==> config.mk <==
export PLATFORM = sky130hd
export DESIGN_NAME = mem_bus_arbiter
export DESIGN_NICKNAME = d
export VERILOG_FILES = /design/src/rtl/mem_bus_arbiter_pkg.sv /design/src/rtl/mem_req_slot.sv /design/src/rtl/mem_bus_arbiter.sv
export SDC_FILE = /design/constraint.sdc
export NUM_CORES = 1
export LEC_CHECK = 0
export BUFFER_PORTS_ARGS = -buffer_cell sky130_fd_sc_hd__buf_2
export CAP_MARGIN = 20
export CORE_MARGIN = 4
export CORE_UTILIZATION = 40
export CTS_BUF_LIST = sky130_fd_sc_hd__clkbuf_4 sky130_fd_sc_hd__clkbuf_8
export DETAILED_ROUTE_END_ITERATION = 7
export HOLD_SLACK_MARGIN = 0.06
export PLACE_DENSITY_LB_ADDON = 0.15
export SYNTH_ARGS = -nofsm -noshare
export SYNTH_HDL_FRONTEND = slang
export SYNTH_SLANG_ARGS = --single-unit
==> constraint.sdc <==
create_clock -name clk -period 1.9 [get_ports clk]
set_input_delay 0.19 -clock clk [delete_from_list [all_inputs] [get_ports clk]]
set_output_delay 0.19 -clock clk [all_outputs]
set_load 0.05 [all_outputs]
==> src/rtl/mem_bus_arbiter_pkg.sv <==
// Shared types and constants for the fetch/mem-stage memory bus arbiter.
package mem_bus_arbiter_pkg;

    localparam logic MEMREQ_READ  = 1'b0;
    localparam logic MEMREQ_WRITE = 1'b1;

    typedef logic [1:0] arb_state_t;
    localparam arb_state_t ARB_IDLE   = 2'd0;
    localparam arb_state_t ARB_BUSY   = 2'd1;
    localparam arb_state_t ARB_LOCKED = 2'd2;

    typedef enum logic {
        PORT_FETCH = 1'b0,
        PORT_MEM   = 1'b1
    } port_id_e;

    typedef struct packed {
        logic        mode;
        logic [31:0] addr;
        logic [31:0] wdata;
        logic [3:0]  wstrb;
        logic        lock;
    } mem_req_t;

endpackage

==> src/rtl/mem_req_slot.sv <==
// One pending memory request: captured on a request pulse, dropped when granted.
module mem_req_slot
    import mem_bus_arbiter_pkg::*;
(
    input  logic        clk,
    input  logic        rstn,
    input  logic        capture_i,
    input  logic        clear_i,
    input  logic        mode_i,
    input  logic [31:0] addr_i,
    input  logic [31:0] wdata_i,
    input  logic [3:0]  wstrb_i,
    input  logic        lock_i,
    output logic        valid_o,
    output logic        mode_o,
    output logic [31:0] addr_o,
    output logic [31:0] wdata_o,
    output logic [3:0]  wstrb_o,
    output logic        lock_o
);

    logic     valid_q, valid_d;
    mem_req_t req_q, req_d;

    // A grant in the same cycle as a pulse into an empty slot consumes the
    // pulse directly, so clear takes priority; pulses into a full slot drop.
    always_comb begin
        valid_d = valid_q;
        req_d   = req_q;
        if (clear_i) begin
            valid_d = 1'b0;
        end else if (capture_i && !valid_q) begin
            valid_d = 1'b1;
            req_d   = '{mode: mode_i, addr: addr_i, wdata: wdata_i,
                        wstrb: wstrb_i, lock: lock_i};
        end
    end

    always_ff @(posedge clk) begin
        if (!rstn) begin
            valid_q <= 1'b0;
            req_q   <= '0;
        end else begin
            valid_q <= valid_d;
            req_q   <= req_d;
        end
    end

    assign valid_o = valid_q;
    assign mode_o  = req_q.mode;
    assign addr_o  = req_q.addr;
    assign wdata_o = req_q.wdata;
    assign wstrb_o = req_q.wstrb;
    assign lock_o  = req_q.lock;

endmodule

==> src/rtl/mem_bus_arbiter.sv <==
// Round-robin arbiter sharing one memory bus between fetch and the mem stage,
// with a mem-side lock that keeps the bus across an AMO read/write pair.
module mem_bus_arbiter
    import mem_bus_arbiter_pkg::*;
(
    input  logic        clk,
    input  logic        rstn,
    input  logic        f_request_enable_i,
    input  logic        f_mode_i,
    input  logic [31:0] f_addr_i,
    input  logic [31:0] f_wdata_i,
    input  logic [3:0]  f_wstrb_i,
    output logic        f_response_enable_o,
    output logic [31:0] f_data_o,
    input  logic        m_request_enable_i,
    input  logic        m_mode_i,
    input  logic [31:0] m_addr_i,
    input  logic [31:0] m_wdata_i,
    input  logic [3:0]  m_wstrb_i,
    input  logic        m_lock_i,
    output logic        m_response_enable_o,
    output logic [31:0] m_data_o,
    output logic        request_enable_o,
    output logic        mode_o,
    output logic [31:0] addr_o,
    output logic [31:0] wdata_o,
    output logic [3:0]  wstrb_o,
    input  logic        response_enable_i,
    input  logic [31:0] data_i
);

    // Index 0 is fetch, index 1 is mem, matching port_id_e.
    logic [1:0]  pulse;
    mem_req_t    in_req   [2];
    mem_req_t    eff_req  [2];
    logic [1:0]  slot_valid;
    logic        slot_mode  [2];
    logic [31:0] slot_addr  [2];
    logic [31:0] slot_wdata [2];
    logic [3:0]  slot_wstrb [2];
    logic        slot_lock  [2];
    logic [1:0]  cand;
    logic [1:0]  grant;

    assign pulse     = {m_request_enable_i, f_request_enable_i};
    assign in_req[0] = '{mode: f_mode_i, addr: f_addr_i, wdata: f_wdata_i,
                         wstrb: f_wstrb_i, lock: 1'b0};
    assign in_req[1] = '{mode: m_mode_i, addr: m_addr_i, wdata: m_wdata_i,
                         wstrb: m_wstrb_i, lock: m_lock_i};

    generate
        for (genvar gi = 0; gi < 2; gi++) begin : g_port
            mem_req_slot u_slot (
                .clk       (clk),
                .rstn      (rstn),
                .capture_i (pulse[gi]),
                .clear_i   (grant[gi]),
                .mode_i    (in_req[gi].mode),
                .addr_i    (in_req[gi].addr),
                .wdata_i   (in_req[gi].wdata),
                .wstrb_i   (in_req[gi].wstrb),
                .lock_i    (in_req[gi].lock),
                .valid_o   (slot_valid[gi]),
                .mode_o    (slot_mode[gi]),
                .addr_o    (slot_addr[gi]),
                .wdata_o   (slot_wdata[gi]),
                .wstrb_o   (slot_wstrb[gi]),
                .lock_o    (slot_lock[gi])
            );

            assign cand[gi]    = slot_valid[gi] | pulse[gi];
            assign eff_req[gi] = slot_valid[gi]
                ? '{mode: slot_mode[gi], addr: slot_addr[gi], wdata: slot_wdata[gi],
                    wstrb: slot_wstrb[gi], lock: slot_lock[gi]}
                : in_req[gi];
        end
    endgenerate

    arb_state_t  state_q, state_d;
    port_id_e    owner_q, owner_d;
    port_id_e    last_grant_q, last_grant_d;
    logic        lock_q, lock_d;
    logic        req_en_q, req_en_d;
    mem_req_t    bus_q, bus_d;
    logic        f_resp_q, f_resp_d;
    logic        m_resp_q, m_resp_d;
    logic [31:0] f_data_q, f_data_d;
    logic [31:0] m_data_q, m_data_d;
    port_id_e    gnt_port;
    mem_req_t    gnt_req;

    always_comb begin
        grant = 2'b00;
        case (state_q)
            ARB_IDLE: begin
                if (cand[1] && (!cand[0] || last_grant_q == PORT_FETCH))
                    grant[1] = 1'b1;
                else if (cand[0])
                    grant[0] = 1'b1;
            end
            ARB_LOCKED: grant[1] = cand[1];
            default:    grant    = 2'b00;
        endcase
    end

    assign gnt_port = grant[1] ? PORT_MEM : PORT_FETCH;
    assign gnt_req  = eff_req[gnt_port];

    always_comb begin
        state_d      = state_q;
        owner_d      = owner_q;
        last_grant_d = last_grant_q;
        lock_d       = lock_q;
        req_en_d     = 1'b0;
        bus_d        = bus_q;
        f_resp_d     = 1'b0;
        m_resp_d     = 1'b0;
        f_data_d     = f_data_q;
        m_data_d     = m_data_q;
        if (grant != 2'b00) begin
            req_en_d     = 1'b1;
            bus_d        = gnt_req;
            owner_d      = gnt_port;
            last_grant_d = gnt_port;
            lock_d       = gnt_req.lock;
            state_d      = ARB_BUSY;
        end else if (state_q == ARB_BUSY && response_enable_i) begin
            if (owner_q == PORT_MEM) begin
                m_resp_d = 1'b1;
                m_data_d = data_i;
            end else begin
                f_resp_d = 1'b1;
                f_data_d = data_i;
            end
            state_d = (owner_q == PORT_MEM && lock_q) ? ARB_LOCKED : ARB_IDLE;
        end
    end

    always_ff @(posedge clk) begin
        if (!rstn) begin
            state_q      <= ARB_IDLE;
            owner_q      <= PORT_FETCH;
            last_grant_q <= PORT_FETCH;
            lock_q       <= 1'b0;
            req_en_q     <= 1'b0;
            bus_q        <= '0;
            f_resp_q     <= 1'b0;
            m_resp_q     <= 1'b0;
            f_data_q     <= '0;
            m_data_q     <= '0;
        end else begin
            state_q      <= state_d;
            owner_q      <= owner_d;
            last_grant_q <= last_grant_d;
            lock_q       <= lock_d;
            req_en_q     <= req_en_d;
            bus_q        <= bus_d;
            f_resp_q     <= f_resp_d;
            m_resp_q     <= m_resp_d;
            f_data_q     <= f_data_d;
            m_data_q     <= m_data_d;
        end
    end

    assign request_enable_o    = req_en_q;
    assign mode_o              = bus_q.mode;
    assign addr_o              = bus_q.addr;
    assign wdata_o             = bus_q.wdata;
    assign wstrb_o             = bus_q.wstrb;
    assign f_response_enable_o = f_resp_q;
    assign f_data_o            = f_data_q;
    assign m_response_enable_o = m_resp_q;
    assign m_data_o            = m_data_q;

endmodule

# Word-level counts from Yosys, hierarchy flattened

Index checks and enable logic that the tools add are counted.

Register bits after elaboration: 281
Input port bits: 176
Output and inout bits: 136
Word-level logic and storage cells: 73

Order comparisons: 1
Equality and inequality tests: 2
Mux-type cells: 17
Bitwise logic cells: 9
Reductions and logical operators: 20

Operators with widths:

| cell                                                            | count |
|---|---|
| 70-bit two-way mux                                              | 5 |
| 1-bit two-way mux                                               | 10 |
| 1-bit NOT                                                       | 6 |
| 3-bit AND reduction                                             | 2 |
| 2-bit OR reduction                                              | 3 |
| 1-bit logical AND                                               | 5 |
| 2-bit AND reduction                                             | 2 |
| 2-bit nonzero test                                              | 2 |
| 1-bit zero test                                                 | 3 |
| 3-bit OR reduction                                              | 1 |
| 2-bit by 1-bit == test with 1-bit output, second input constant | 1 |
| 2-bit == test, second input constant                            | 1 |
| 2-bit >= comparator, second input constant                      | 1 |
| 2-bit zero test                                                 | 1 |
| 2-bit two-way mux                                               | 1 |
| 1-bit NOT with 2-bit output                                     | 1 |
| 1-bit bitwise OR                                                | 2 |
| 1-bit one-hot mux with 2 select lines                           | 1 |
| 1-bit logical OR                                                | 1 |

# Depth between registers and ports, before layout

Depth after elaboration: 11
Depth in mapped cells: 8
Mapped depth without buffers: 4

# By module

A second synthesis with hierarchy kept.

Cells, all modules: 1392
Area total of the unflattened synthesis: 12685.9 µm²

Modules (own cells, without submodules):

| module          | instances | cells each | area each (µm²) | sequential area each (µm²) |
|---|---|---|---|---|
| mem_bus_arbiter | 1         | 776        | 6887.9          | 2802.7 |
| mem_req_slot    | 2         | 308        | 2899.0          | 1421.4 |

# Least setup slack after synthesis

No wires, ideal clock.

Kind: register to register
From: register g_port[0].u_slot.valid_q
To: register bus_q, in the netlist wdata_o[10]
Setup time: 117 ps
Arrival: 1467 ps
Required time: 1783 ps
Setup slack: 316 ps
Cell stages (with the launch flop): 6
Buffers on the path: 2
Period minus slack after synthesis: 1584 ps
Cell sequence: dfxtp_1 -> buf_2 -> clkbuf_1 -> mux2i_1 -> nand2_1 -> a32o_1

Longest elaborated chain between the ends: 11
Elaborated cells on any way between the ends: 16
Classes of those cells: 10 x mux; 2 x bitwise; 4 x reduce/logical

RTL lines:

| item                                                   | RTL line               | RTL |
|---|---|---|
| from (decl)                                            | mem_req_slot.sv:22     | `logic valid_q, valid_d;` |
| from (signal assigned)                                 | mem_req_slot.sv:44     | `valid_q <= valid_d;` |
| 1-bit bitwise OR                                       | mem_bus_arbiter.sv:71  | `assign cand[gi] = slot_valid[gi] \| pulse[gi];` |
| 1-bit zero test                                        | mem_bus_arbiter.sv:96  | `if (cand[1] && (!cand[0] \|\| last_grant_q == PORT_FETCH))` |
| 1-bit logical OR                                       | mem_bus_arbiter.sv:96  |  |
| 1-bit logical AND                                      | mem_bus_arbiter.sv:96  |  |
| 1-bit two-way mux                                      | mem_bus_arbiter.sv:96  |  |
| 1-bit one-hot mux with 2 select lines                  | mem_bus_arbiter.sv:94  | `case (state_q)` |
| 1-bit two-way mux                                      | mem_bus_arbiter.sv:106 | `assign gnt_port = grant[1] ? PORT_MEM : PORT_FETCH;` |
| 1-bit NOT with 2-bit output (implied by the code)      | mem_bus_arbiter.sv:107 | `assign gnt_req = eff_req[gnt_port];` |
| 70-bit two-way mux (implied by the code) (3 in series) | mem_bus_arbiter.sv:107 |  |
| to (signal assigned)                                   | mem_bus_arbiter.sv:157 | `bus_q <= bus_d;` |
| to (decl)                                              | mem_bus_arbiter.sv:84  | `mem_req_t bus_q, bus_d;` |

Parallel ways exist; a longest one is shown, timed or not. The select of a mux whose other input is x is not followed.
A chain may end at the register's enable or synchronous reset.

# Final worst setup path

From: register g_port[0].u_slot.valid_q
To: register bus_q, in the netlist addr_o[11]

The elaborated chain is that of the path after synthesis.

==> flow_summary.json <==
{
  "syn_to_final_growth_pct": 39.4,
  "cpPeakStageDelay_ns": 0.36,
  "post-place-ws_ns": 0.105,
  "synth-edff-count": 0,
  "hold_viol": 0,
  "ios": 312,
  "final-setup-viol-count": 0,
  "numPortBuffers": 311,
  "grt.total_usage": 0.210,
  "postSynth.asyncResetShare": 0,
  "synthesis.instances": 1389,
  "period_needed_ns": 1.74,
  "min_path_type": "input port to flop",
  "die_x_um": 183,
  "antenna_left": 0,
  "coreArea_um2": 30000,
  "setup.worst_path.end_class": "flop",
  "ys_seq_area_frac": 0.459,
  "leakage_nw": 7.15,
  "die_area_um2": 33500,
  "grt_pass1_vias": 11359,
  "cts_root_buf": "clkbuf_8",
  "synth_ff_type": "dfxtp_1",
  "drv_cap": 0,
  "critPathSlowestCell": "dfxtp_4",
  "num_rows": 63,
  "rr_worst_depth": 5,
  "finalCritPeriodShare": 0.918,
  "reg2reg_to": "addr_o[11]",
  "critPathMaxFanout": 54,
  "clockBufferDepth": 3,
  "grt_max_degree": 200,
  "avgViaCountPerCell": 4.94,
  "drtIter0Drc": 465,
  "slew_headroom": 0.430,
  "antenna_found_initial": 3,
  "clkSinkCount": 281,
  "ys_ff_latch": 281,
  "worstMarginPinSlew_ns": 0.855,
  "wirelength_um": 37000,
  "clock_latency_ns": 0.56,
  "crit_end": "addr_o[11]",
  "worstSetupPathType": "flop to flop",
  "syn_area_per_cell_um2": 8.82,
  "grt_overflow": 0,
  "drive_gt1_frac": 0.236,
  "required_ns": 2.35,
  "powerDensity_nw_per_um2": 946,
  "cts_buffers": 50,
  "power_mw": 16.1,
  "post_drt_wl_per_cell_um": 16.3,
  "initial_core_util": 0.409,
  "synth_area_um2": 12200,
  "drc": 0,
  "cp_cell_sequence": "o21ba_2 -> a211oi_4 -> buf_12 -> nand2_1 -> a32o_1",
  "arrival_ns": 2.19,
  "nFillCells": 2736,
  "fin_nets": 2018,
  "r2r_slack_ns": 0.16,
  "rsz0062_at_grt": "false",
  "yosys_warnings": 0,
  "die_y_um": 183,
  "layout_common_cells": "544 x nand2_1, 310 x buf_2, 279 x dfxtp_1",
  "grt_pass1_wl_um": 58300,
  "layout_setup_ws_ns": 0.157,
  "cts.clk_slew.worst_paths_ns": 0.06,
  "layout_commonest_cell": "nand2_1",
  "critPathLaunchType": "flop",
  "synth.net_count": 1565,
  "drt_pass1_iterations": 4,
  "vias": 11194,
  "status": "finished, final reports clean",
  "clock_skew_ns": 0.0296,
  "startpoint": "g_port[0].u_slot.valid_o",
  "design_area_um2": 17100,
  "gp_routability_congestion": 0.749,
  "cts_max_level": 2,
  "tns_ns": 0,
  "ir_drop_uv": 667,
  "slew_viol_final": 0,
  "r2r_start": "g_port[0].u_slot.valid_o",
  "tritoncts": "yes",
  "hpwl_um": 22700,
  "fmax_mhz": 574,
  "placed_area_um2": 14200,
  "netlist-cell-type-count": 32
}
[state kept, by name (all words and copies together) (netlist names), 2 cells and up]
register	cells
addr_o	32
f_data_o	32
g_port.u_slot.addr_o	64
g_port.u_slot.mode_o	2
g_port.u_slot.valid_o	2
g_port.u_slot.wdata_o	64
g_port.u_slot.wstrb_o	8
m_data_o	32
state_q	2
wdata_o	32
wstrb_o	4
[worst min-delay path by stage]
stage,start,end,cells after the start
after global routing,rstn,f_response_enable_o,3
after global placement,g_port[0].u_slot.wdata_o[24],g_port[0].u_slot.wdata_o[24],2
after CTS,rstn,f_response_enable_o,3
after floorplan,f_wdata_i[24],g_port[0].u_slot.wdata_o[24],2
final,rstn,f_response_enable_o,3
after detailed placement,g_port[0].u_slot.wdata_o[25],g_port[0].u_slot.wdata_o[25],2
[synthesized netlist by cell type, drive strengths merged (2+ instances only)]
cell,count,area [um2]
buf,62,334
a21oi,3,15.0
a32o,69,691
inv,2,7.51
nor2,3,13.8
o21ai,2,10.0
a21boi,133,998
nand2,544,2040
a211o,2,17.5
dfxtp,281,5630
nor3b,3,22.5
mux2i,208,2080
a211oi,2,32.5
o21bai,2,18.8
nor2b,5,31.3
clkbuf,55,206
and2,4,25.0
[critical path, delay by kind of cell, from the launching register on]
| family | cells | cell delay, ns |
|---|---|---|
| simple gates | 1 | 0.10 |
| compound gates | 3 | 0.83 |
| buf+inv | 1 | 0.32 |
| flops | 1 | 0.36 |
[power breakdown]
part | total (mW) | leakage [nW] | internal [mW] | switching [mW]
Clock | 5.91 | 0.575 | 3.50 | 2.41
Sequential | 6.61 | 2.30 | 6.36 | 0.244
Combinational | 3.63 | 4.27 | 1.35 | 2.27
Total | 16.1 | 7.15 | 11.2 | 4.93
[final cells by class]
type,instances,area (um2),share of cell area
repair buffers,517,3750,0.220
clock inverters,5,50.0,0.00293
multi-input cells,990,6110,0.358
inverters,2,7.51,0.000440
diodes,1,2.50,0.000147
well taps,390,488,0.0286
flip-flops and latches,281,5630,0.330
clock buffers,82,1020,0.0599
[logic make-up (layout without fill, tap and decap cells)]
family | after synthesis | count (layout) | share of synthesized area
mux | 208 | 208 | 0.170
compound gates | 218 | 218 | 0.149
buf+inv | 119 | 606 | 0.0448
simple gates | 563 | 564 | 0.177
other cells | 0 | 1 | 0
flops | 281 | 281 | 0.459
[through the flow]
| stage | hold slack, ns | util | cells |
|---|---|---|---|
| global placement | 0.441 | 0.475 | 2003 |
| global route | 0.0959 | 0.570 | 2268 |
| detailed placement | 0.445 | 0.475 | 2003 |
| CTS | 0.0652 | 0.569 | 2265 |
| finish | 0.121 | 0.570 | 2268 |
| floorplan | 0.325 | - | 1389 |
[what timing repair did]
item | 4_1_cts | 5_1_grt
hold buffers | 175 | 0
setup buffers | 0 | 1
gates resized for setup | 0 | 3
endpoints found under the setup margin | 0 | 47
hold endpoints to repair | 276 | 0
[routing by layer]
| layer | up-vias | track usage | share of wire |
|---|---|---|---|
| met5 | - | 0 | 0.00060 |
| met4 | 4 | 0.0611 | 0.023 |
| met3 | 72 | 0.0442 | 0.063 |
| met2 | 300 | 0.357 | 0.47 |
| met1 | 5218 | 0.270 | 0.44 |
| li1 | 5600 | - | - |
Note: power is estimated with default switching activity, not from simulation.
